===== src/rtl/multicycle_sequencer.sv =====
// Multicycle fetch/decode/execute/memory/writeback controller with pm/dm wait-state handshakes.
// Optional hardware call/return stack is built when CTRL_CALL_STACK_EN is defined.
module multicycle_sequencer #(
  parameter int PC_WIDTH    = 6,
  parameter int DATA_WIDTH  = 16,
  parameter int RESET_PC    = 0,
  parameter int STACK_DEPTH = 4
) (
  input  logic                  clock,
  input  logic                  reset,
  input  logic                  zero_flag,
  input  logic                  pos_flag,
  input  logic [15:0]           pm_data,
  input  logic                  pm_ready,
  input  logic                  dm_ready,
  output logic                  pm_req,
  output logic                  dm_req,
  output logic                  rf_write,
  output logic [2:0]            rs_addr,
  output logic [2:0]            rt_addr,
  output logic [2:0]            rd_addr,
  output logic [DATA_WIDTH-1:0] imm_data,
  output logic [3:0]            alu_sel,
  output logic                  imm_sel,
  output logic                  mem_write,
  output logic                  mem_sel,
  output logic [PC_WIDTH-1:0]   PC,
  output logic                  halted,
  output logic                  stack_err
);

  localparam logic [2:0] S_FETCH     = 3'd0;
  localparam logic [2:0] S_DECODE    = 3'd1;
  localparam logic [2:0] S_EXECUTE   = 3'd2;
  localparam logic [2:0] S_MEMORY    = 3'd3;
  localparam logic [2:0] S_WRITEBACK = 3'd4;
  localparam logic [2:0] S_HALT      = 3'd5;

  localparam logic [3:0] OP_LAST_ALU = 4'd8;
  localparam logic [3:0] OP_LD       = 4'd9;
  localparam logic [3:0] OP_ST       = 4'd10;
  localparam logic [3:0] OP_MOV      = 4'd11;
  localparam logic [3:0] OP_CMP      = 4'd12;
  localparam logic [3:0] OP_BEQ      = 4'd13;
  localparam logic [3:0] OP_BXT      = 4'd14;
  localparam logic [3:0] OP_SYS      = 4'd15;

  logic [2:0]          state;
  logic [15:0]         instr;
  logic [10:0]         off;
  logic [3:0]          opcode;
  logic [PC_WIDTH-1:0] branch_target;
  logic [PC_WIDTH-1:0] jump_target;
  logic [PC_WIDTH-1:0] call_target;
  logic                bxt_taken;

  assign opcode = instr[15:12];

  // PC already points past the branch, so the target is simply PC plus the sign-extended offset.
  assign branch_target = PC + PC_WIDTH'({{21{off[10]}}, off});
  assign jump_target   = PC_WIDTH'({21'd0, instr[10:0]});
  assign call_target   = PC_WIDTH'({22'd0, instr[9:0]});
  assign bxt_taken     = instr[11] ? (pos_flag & ~zero_flag) : (~pos_flag & ~zero_flag);

`ifdef CTRL_CALL_STACK_EN
  localparam int SPW = $clog2(STACK_DEPTH + 1);
  localparam int IW  = $clog2(STACK_DEPTH);

  logic [PC_WIDTH-1:0] stack [STACK_DEPTH];
  logic [SPW-1:0]      sp;
  logic [IW-1:0]       push_idx;
  logic [IW-1:0]       pop_idx;
  logic                err;

  assign push_idx  = IW'(sp);
  assign pop_idx   = push_idx - IW'(1);
  assign stack_err = err;
`else
  assign stack_err = 1'b0;
`endif

  always_ff @(posedge clock) begin
    if (reset) begin
      state    <= S_FETCH;
      instr    <= '0;
      off      <= '0;
      PC       <= PC_WIDTH'(RESET_PC);
      rs_addr  <= '0;
      rt_addr  <= '0;
      rd_addr  <= '0;
      imm_data <= '0;
      alu_sel  <= '0;
      imm_sel  <= 1'b0;
      mem_sel  <= 1'b0;
`ifdef CTRL_CALL_STACK_EN
      sp       <= '0;
      err      <= 1'b0;
`endif
    end else begin
      case (state)
        S_FETCH: begin
          if (pm_ready) begin
            instr <= pm_data;
            PC    <= PC + PC_WIDTH'(1);
            state <= S_DECODE;
          end
        end

        S_DECODE: begin
          imm_sel <= ~instr[11];
          mem_sel <= 1'b0;
          if (opcode <= OP_LAST_ALU) begin
            rd_addr  <= instr[10:8];
            rs_addr  <= instr[7:5];
            rt_addr  <= instr[2:0];
            imm_data <= DATA_WIDTH'(instr[4:0]);
          end else if (opcode <= OP_CMP) begin
            rd_addr  <= instr[10:8];
            rs_addr  <= instr[10:8];
            rt_addr  <= instr[2:0];
            imm_data <= DATA_WIDTH'(instr[7:0]);
          end else begin
            off <= instr[10:0];
          end
          state <= S_EXECUTE;
        end

        S_EXECUTE: begin
          alu_sel <= opcode;
          state   <= S_FETCH;
          case (opcode)
            OP_LD: begin
              mem_sel <= 1'b1;
              state   <= S_MEMORY;
            end
            OP_ST:  state <= S_MEMORY;
            OP_MOV: state <= S_WRITEBACK;
            OP_CMP: state <= S_FETCH;
            OP_BEQ: begin
              if (zero_flag) PC <= branch_target;
            end
            OP_BXT: begin
              if (bxt_taken) PC <= branch_target;
            end
            OP_SYS: begin
              if (!instr[11]) begin
                PC <= jump_target;
              end else if (!instr[10]) begin
`ifdef CTRL_CALL_STACK_EN
                if (sp == SPW'(STACK_DEPTH)) begin
                  err   <= 1'b1;
                  state <= S_HALT;
                end else begin
                  stack[push_idx] <= PC;
                  sp              <= sp + SPW'(1);
                  PC              <= call_target;
                end
`else
                PC <= call_target;
`endif
              end else if (!instr[9]) begin
`ifdef CTRL_CALL_STACK_EN
                if (sp == '0) begin
                  err   <= 1'b1;
                  state <= S_HALT;
                end else begin
                  PC <= stack[pop_idx];
                  sp <= sp - SPW'(1);
                end
`endif
              end else begin
                state <= S_HALT;
              end
            end
            default: state <= S_WRITEBACK;
          endcase
        end

        S_MEMORY: begin
          if (dm_ready) state <= (opcode == OP_LD) ? S_WRITEBACK : S_FETCH;
        end

        S_WRITEBACK: state <= S_FETCH;
        S_HALT:      state <= S_HALT;
        default:     state <= S_FETCH;
      endcase
    end
  end

  // Strobes come straight from the registered state so they cannot glitch.
  assign pm_req    = (state == S_FETCH);
  assign dm_req    = (state == S_MEMORY);
  assign mem_write = (state == S_MEMORY) && (opcode == OP_ST);
  assign rf_write  = (state == S_WRITEBACK);
  assign halted    = (state == S_HALT);

endmodule


===== config.mk =====
export PLATFORM = sky130hd
export DESIGN_NAME = multicycle_sequencer
export DESIGN_NICKNAME = d
export VERILOG_FILES = /design/src/rtl/multicycle_sequencer.sv
export SDC_FILE = /design/constraint.sdc
export NUM_CORES = 1
export LEC_CHECK = 0
export ABC_AREA = 1
export BUFFER_PORTS_ARGS = -buffer_cell sky130_fd_sc_hd__buf_2
export CORE_MARGIN = 1.5
export CORE_UTILIZATION = 29
export DETAILED_ROUTE_END_ITERATION = 10
export REMOVE_ABC_BUFFERS = 1
export SLEW_MARGIN = 20
export SYNTH_ARGS = -nofsm -noshare
export SYNTH_HDL_FRONTEND = slang
export SYNTH_SLANG_ARGS = --single-unit
export TNS_END_PERCENT = 100

===== constraint.sdc =====
create_clock -name clock -period 2.1 [get_ports clock]
set_clock_uncertainty 0.05 [all_clocks]
set_input_delay 0 -clock clock [delete_from_list [all_inputs] [get_ports clock]]
set_output_delay 0 -clock clock [all_outputs]
set_load 0.02 [all_outputs]

==> results.txt, run 1 <==
Fraction of final layout cells with drive strength greater than 1 - 20.2%
Sort of element at the end of the critical path - register
Insertion delay to the later sink of the worst-skew pair - 0.30 ns
Unique cell type count in the Yosys netlist - 32
Crit Reg-Reg Endpoint - instr[6]
WP data required - 2.25 ns
Synth Area in Simple Gates - 25.9%
Number of gates given a new drive strength after cts - 0
Clock tree from TritonCTS - done
Buffer and inverter count on the worst path - 1
Post-Synthesis Cell Area - 0.00256 sq mm
Pint - 0.00214 W
Final core utilization - 37.2%
Most frequent cells after synthesis - sky130_fd_sc_hd__nand2_1, sky130_fd_sc_hd__dfxtp_1, sky130_fd_sc_hd__a21oi_1
Router iterations before antenna repair - 4
Max cap viols - 0
Synth area leader - sky130_fd_sc_hd__dfxtp_1
Die height - 96.9 um
Clock buffers created by TritonCTS - 5
Most frequent cell after synthesis - sky130_fd_sc_hd__nand2_1
Clock-pin transition on the worst setup and hold timing paths - 0.10 ns
Ys Warns - 0
Count of pins on the block boundary - 65
Initial antenna violation count - 0
Overall track demand over capacity in global routing - 13.7%
Register area share after synthesis - 39.9%
Maximum clock frequency - 0.540 GHz
Number of antenna diodes - 0
Post-layout net count - 463
Final critical-path required period - 1.85 ns
Via count of the first global-routing pass - 2265
Die width - 96.9 um
Average footprint of a synthesized cell - 7.12 sq um
Destination of the critical timing path - instr[6]
PortBufs - 55
Critical-path cell with the highest stage delay - sky130_fd_sc_hd__dlygate4sd3_1
Bufs on Longest Clock Path - 2
Static leakage - 1.54 nW
Number of instances in the synthesized netlist - 359
Routed wire per std cell - 11.9 um
Proportion of power drawn by combinational gates - 46.8%
Pre-CTS setup slack - 0.378 ns
Share of the synthesized area in compound gates (AO/OA/AOI/OAI) - 17.8%
Top area cells in the synthesized netlist - sky130_fd_sc_hd__dfxtp_1, sky130_fd_sc_hd__nand2_1, sky130_fd_sc_hd__a21oi_1
Critical path class - register to register
Max-slew violation count - 0
Ys async rst share - 0%
CP startpoint kind - register
Flops & latches, synth - 51
DRC errors left - 0
Top_reg_cell synth - sky130_fd_sc_hd__dfxtp_1
Reg2Reg Setup Slack - 0.25 ns
Overflow left after global routing - 0
Slew at the pin closest to its max-slew limit - 0.503 ns
RD Place Congestion - 0.828
Cell family contributing the most delay on the critical path - simple AND/OR/NAND/NOR gates
Count of flip-flops with a built-in enable after synthesis - 0
Pin count of the biggest net entering global routing - 37
Final TNS setup - 0 ns
Final count of negative-setup-slack endpoints - 0
Area of the core region - 0.00864 sq mm
Post-synth top area share - 39.9%
Post-synthesis mux area share - 0%
Synth-to-Final Area Change - 25.5%
VDD IR-drop max - 0.411 mV
Critical path fanouts, max - 27
CP cell instances - nor3_4 -> nand2_4 -> nand2_1 -> a21oi_1 -> dlygate4sd3_1
CTS Root Cell - sky130_fd_sc_hd__clkbuf_8
Worst Path Arrival - 2.00 ns
Delay of the slowest cell on the worst path - 0.55 ns
Number of H-tree levels - 2
Average via count per standard cell - 4.55
Power density of the placed cells - 1190 mW/mm^2
Largest family of logic cells by synthesized area - simple AND/OR/NAND/NOR gates
Floorplan row count - 34
Routed via count - 2470
Outcome - complete, no violations
Switching portion of total power - 44.1%
Half-perimeter wire length after detailed placement - 4700 um
Initial DRC count - 94
DRT Wirelength - 6470 um
Antenna-violating nets left - 0
Area after DPL - 0.00286 sq mm
Global-route wire length before repair - 10700 um
Design area - 0.00321 sq mm
Worst R2R Start - state[1]
Min-delay worst type - primary input to register
Clock share of power - 15.8%
Setup repair after global routing missed its margin - no
Worst Slack Setup Final - 0.250 ns
Sinks on the clock net - 51
Starting density of the core - 29.6%
Critical Path Stages - 5
Area share of xor/xnor cells in the synthesized design - 0.685%
Full die area - 0.00939 sq mm
Relative contribution of sequential cells to total power - 37.3%
Crit path launch - state[1]
Hold Vio Cnt, Final - 0
Max_slew headroom - 66.1%
Adder-cell share of the synthesized area - 3.72%
Number of cells traversed by the worst register-to-register path - 5
Total net switching power - 0.00169 W
Final clock period utilization by the worst path - 88.1%
## cells in the final DEF, fill, tap and decap left out, types with 4 or more instances in the layout
master	count
sky130_fd_sc_hd__nor2_1	37
sky130_fd_sc_hd__buf_2	55
sky130_fd_sc_hd__ha_1	6
sky130_fd_sc_hd__inv_2	5
sky130_fd_sc_hd__inv_1	34
sky130_fd_sc_hd__dlygate4sd3_1	22
sky130_fd_sc_hd__buf_4	7
sky130_fd_sc_hd__nand2_2	4
sky130_fd_sc_hd__nand2_1	66
sky130_fd_sc_hd__dfxtp_1	51
sky130_fd_sc_hd__clkbuf_8	6
sky130_fd_sc_hd__o21ai_0	36
sky130_fd_sc_hd__nand3_1	27
sky130_fd_sc_hd__conb_1	9
sky130_fd_sc_hd__a21oi_1	40
## stage by stage
stage | hold WS, ns | std cells | power, W
after floorplan | 0.0191 | 343 | 0.00262
after global placement | 0.229 | 509 | 0.00309
after detailed placement | 0.241 | 509 | 0.00313
after CTS | 0.0208 | 539 | 0.00379
after global routing | 0.0614 | 543 | 0.00415
final | 0.0232 | 543 | 0.00383
## kinds of logic after synthesis
| kind of cell | after synthesis |
|---|---|
| DFF | 51 |
| and+or+nand+nor | 148 |
| other | 1 |
| xor gates and xnor gates | 2 |
| buffers and inverters | 63 |
| adders and majority gates | 7 |
| AOI/OAI and AO/OA | 87 |
## registers in the layout, indices dropped and copies added (netlist names)
| signal | count |
|---|---|
| instr | 16 |
| PC | 6 |
| imm_data | 6 |
| off | 6 |
| alu_sel | 4 |
| rd_addr | 3 |
| rs_addr | 3 |
| state | 3 |
| rt_addr | 2 |
| imm_sel | 1 |
| mem_sel | 1 |
## worst register-to-register path, stage by stage, from the launching register on
cell and delay, ns:
sky130_fd_sc_hd__dfxtp_1 0.39, sky130_fd_sc_hd__nor3_4 0.36, sky130_fd_sc_hd__nand2_4 0.24, sky130_fd_sc_hd__nand2_1 0.11, sky130_fd_sc_hd__a21oi_1 0.06, sky130_fd_sc_hd__dlygate4sd3_1 0.55
## layer usage
layer | share of wire [%] | vias up | track usage (%) | wire (um)
met4 | 0.62 | 0 | 3.01 | 40
li1 | - | 1306 | - | -
met5 | 0 | - | 0 | 0
met2 | 49 | 41 | 24.0 | 3150
met3 | 3.4 | 4 | 2.67 | 223
met1 | 47 | 1119 | 17.4 | 3060
## how the worst min path moves through the flow
stage           startpoint         end  depth (start not counted)  slack [ns]
2_1_floorplan        reset  alu_sel[2]                          1        0.02
3_3_place_gp   pm_data[14]   instr[14]                          3        0.23
3_5_place_dp    pm_data[4]    instr[4]                          3        0.24
4_1_cts           dm_ready    state[1]                          5        0.02
5_1_grt           dm_ready    state[1]                          5        0.06
6_report          dm_ready    state[1]                          5        0.02
## final cells by class
cell class              instances  area [sq um]
fillers                       920          5430
repair buffers                 84           548
flip-flops and latches         51          1020
multi-input cells             253          1260
inverters                      39           146
clock inverters                 2          13.8
clock buffers                   6          82.6
well taps                     108           135
## power groups by stage
stage | clock network, W | logic (W) | registers, W
global placement | 0 | 0.00165 | 0.00145
finish | 0.000606 | 0.00180 | 0.00143
detailed placement | 0 | 0.00167 | 0.00145
CTS | 0.000628 | 0.00173 | 0.00143
floorplan | 0 | 0.000992 | 0.00163
global route | 0.000671 | 0.00201 | 0.00147
## what timing repair did
item / in CTS / in global routing
setup endpoints to repair: 0 / 1
hold endpoints to repair: 21 / 0
hold buffers: 22 / 0
setup buffers: 0 / 4
(Power assumes the default switching activity.)
==> run 2: changes to the inputs <==
- ABC_AREA: 1 -> default
==> run 2 against run 1 <==
Fmax shrank 4.8%. Non-clock buffer count is the same. Via count shrank 5.4%. Synthesized area grew 2.4%. Clock power grew 2%. Core utilization is essentially flat. Global-route usage is essentially flat. Power shrank 36%. Critical path depth is the same. Clock-buffer cell count shrank 1.
==> results.txt, run 2 <==
Die height - 98.1 um (+1.2%)
WP data required - 2.25 ns (about the same)
Switching portion of total power - 36.1% (-8.1 points)
Slew at the pin closest to its max-slew limit - 0.574 ns (+0.0707 ns)
Starting density of the core - 30.0% (+0.43 points)
Count of pins on the block boundary - 65 (unchanged)
VDD IR-drop max - 0.299 mV (-27%)
Pint - 0.00157 W (-27%)
Top area cells in the synthesized netlist - sky130_fd_sc_hd__dfxtp_1, sky130_fd_sc_hd__mux2i_1, sky130_fd_sc_hd__nand2_1
Outcome - complete, no violations
Half-perimeter wire length after detailed placement - 4750 um (+1.1%)
Number of H-tree levels - 2 (unchanged)
Synth area leader - sky130_fd_sc_hd__dfxtp_1
Final critical-path required period - 1.94 ns (+0.0939 ns)
DRT Wirelength - 6530 um (+0.88%)
Post-CTS Setup Repair Bufs - 0 (unchanged)
Register area share after synthesis - 39.0% (-0.95 points)
Crit path launch - state[0]
Unique cell type count in the Yosys netlist - 53 (+66%)
Clock-pin transition on the worst setup and hold timing paths - 0.11 ns (about the same)
Max_slew headroom - 61.6% (-4.5 points)
Max-slew violation count - 0 (unchanged)
Most common cell after layout, fill and taps aside - sky130_fd_sc_hd__buf_2
Ys async rst share - 0% (unchanged)
Static leakage - 1.45 nW (-5.7%)
Routed wire per std cell - 13.4 um (+12%)
Bufs on Longest Clock Path - 2 (unchanged)
RD Place Congestion - 0.803 (-3.1%)
Most frequent cells after synthesis - sky130_fd_sc_hd__nand2_1, sky130_fd_sc_hd__dfxtp_1, sky130_fd_sc_hd__nor2_1
Power density of the placed cells - 757 mW/mm^2 (-37%)
Max cap viols - 0 (unchanged)
Flops & latches, synth - 51 (unchanged)
Hold_sp - pm_ready
Fraction of final layout cells with drive strength greater than 1 - 22.7% (+2.5 points)
Total net switching power - 0.000884 W (-48%)
Ys Warns - 0 (unchanged)
Critical path fanouts, max - 10 (-63%)
Final clock period utilization by the worst path - 92.6% (+4.5 points)
Floorplan row count - 34 (unchanged)
Sort of element at the end of the critical path - register
Top_reg_cell synth - sky130_fd_sc_hd__dfxtp_1
Largest register FFs - 16 (unchanged)
Number of instances in the synthesized netlist - 309 (-14%)
Post-layout net count - 407 (-12%)
Insertion delay to the later sink of the worst-skew pair - 0.31 ns (about the same)
Average footprint of a synthesized cell - 8.48 sq um (+19%)
Layout Cells excl Fill - 487 (-10%)
Count of flip-flops with a built-in enable after synthesis - 0 (unchanged)
CP startpoint kind - register
CTS Root Cell - sky130_fd_sc_hd__clkbuf_8
Number of antenna diodes - 0 (unchanged)
Pin count of the biggest net entering global routing - 28 (-24%)
Sinks on the clock net - 51 (unchanged)
Area of the core region - 0.00872 sq mm (+0.99%)
Worst R2R Start - state[0]
Overflow left after global routing - 0 (unchanged)
Router iterations before antenna repair - 4 (unchanged)
Most frequent cell after synthesis - sky130_fd_sc_hd__nand2_1
Setup repair after global routing missed its margin - no
Largest register by flop count - instr
Most frequent cells in the layout - sky130_fd_sc_hd__buf_2, sky130_fd_sc_hd__nand2_1, sky130_fd_sc_hd__dfxtp_1, sky130_fd_sc_hd__nor2_1, sky130_fd_sc_hd__a21oi_1
Routed via count - 2336 (-5.4%)
Via count of the first global-routing pass - 2158 (-4.7%)
Initial DRC count - 165 (+76%)
Relative contribution of sequential cells to total power - 47.2% (+9.9 points)
Synth-to-Final Area Change - 23.6%
Global-route wire length before repair - 10800 um (+0.91%)
Initial antenna violation count - 0 (unchanged)
Worst Path Arrival - 2.09 ns (+0.09 ns)
Post-Synthesis Cell Area - 0.00262 sq mm (+2.4%)
Average via count per standard cell - 4.80 (+5.5%)
Hold Vio Cnt, Final - 0 (unchanged)
Overall track demand over capacity in global routing - 13.7% (about the same)
Maximum clock frequency - 0.514 GHz (-4.8%)
Clock buffers created by TritonCTS - 5 (unchanged)
Final count of negative-setup-slack endpoints - 0 (unchanged)
Post-synth top area share - 39.0% (-0.95 points)
Critical path class - register to register
Clock tree from TritonCTS - done
Clock share of power - 25.2% (+9.4 points)
DRC errors left - 0 (unchanged)
Final TNS setup - 0 ns (unchanged)
PortBufs - 55 (unchanged)
Min-delay worst type - primary input to register
Die width - 98.1 um (+1.2%)
Proportion of power drawn by combinational gates - 27.7% (-19 points)
Placed cells - 462 (-9.2%)
Full die area - 0.00961 sq mm (+2.4%)
Antenna-violating nets left - 0 (unchanged)
## run 2: cell count changes in the layout (fill, tap and decap cells not counted), moves of 4 or more
cell,change
sky130_fd_sc_hd__a21oi_1,-5
sky130_fd_sc_hd__buf_4,+5
sky130_fd_sc_hd__dlygate4sd3_1,-5
sky130_fd_sc_hd__inv_1,-31
sky130_fd_sc_hd__inv_2,-5
sky130_fd_sc_hd__mux2i_1,+20
sky130_fd_sc_hd__nand2_1,-13
sky130_fd_sc_hd__nand2_2,-4
sky130_fd_sc_hd__nand2b_1,+5
sky130_fd_sc_hd__nand3_1,-26
sky130_fd_sc_hd__o21ai_0,-35
## run 2: path summary, 6_finish.rpt
kind              slack, ns    endpoint  cells after the start
hold reg to reg        0.41  alu_sel[0]                      2
hold / removal         0.03    state[2]                      3
setup / recovery       0.16      off[0]                      5
setup reg to reg       0.16      off[0]                      5
## run 2: power groups by stage
stage                     clock [W]  combinational (W)  sequential (W)
after global routing       0.000670           0.000756         0.00118
after global placement            0           0.000651         0.00118
final                      0.000618           0.000679         0.00116
after CTS                  0.000633           0.000683         0.00116
after floorplan                   0           0.000392         0.00120
after detailed placement          0           0.000658         0.00118
## run 2: logic make-up after synthesis
logic type | synth area share, %
buffers and inverters | 7.16
AO/OA/AOI/OAI | 18.4
flip-flops | 39.0
adder cells (fa/ha/maj) | 3.63
multiplexers | 7.64
other | 0.143
AND/OR/NAND/NOR | 21.7
XOR/XNOR | 2.34
## run 2: final cells by class
cell class                 count  area, sq um
multi-input combinational    233         1440
inverter                       3         11.3
sequential                    51         1020
clock buffer                   5         68.8
fill                         890         5480
clock inverter                 3         26.3
timing repair buffer          84          536
tap                          108          135
## run 2: timing repair
action / CTS / global route
gates resized for setup: 0 / 0
hold buffers: 17 / 0
hold endpoints to repair: 18 / 0
## run 2: metrics by stage
stage | cell area (sq um) | hold WS [ns] | total power (W) | setup WS [ns] | utilization [%]
after CTS | 3240 | 0.0224 | 0.00247 | 0.158 | 37.1
after floorplan | 2470 | 0.0179 | 0.00160 | 0.220 | -
after global placement | 2970 | 0.190 | 0.00183 | 0.215 | 34.1
final | 3240 | 0.0302 | 0.00245 | 0.156 | 37.1
after global routing | 3240 | 0.104 | 0.00260 | 0.0556 | 37.1
after detailed placement | 2970 | 0.197 | 0.00184 | 0.169 | 34.1
## run 2: layer usage
| layer | global-route usage (%) | vias to the layer above | routed length, um |
|---|---|---|---|
| met5 | 0 | - | 0 |
| met4 | 4.29 | 0 | 70 |
| met3 | 2.51 | 7 | 411 |
| met2 | 21.5 | 77 | 2970 |
| met1 | 19.1 | 1062 | 3080 |
| li1 | - | 1190 | - |
## run 2: critical path, stage by stage, from the launching register on
cell and delay, ns:
sky130_fd_sc_hd__dfxtp_1 0.61, sky130_fd_sc_hd__nor2b_1 0.28, sky130_fd_sc_hd__nand2b_1 0.17, sky130_fd_sc_hd__nor3_4 0.42
sky130_fd_sc_hd__mux2i_1 0.24, sky130_fd_sc_hd__nor2_1 0.05
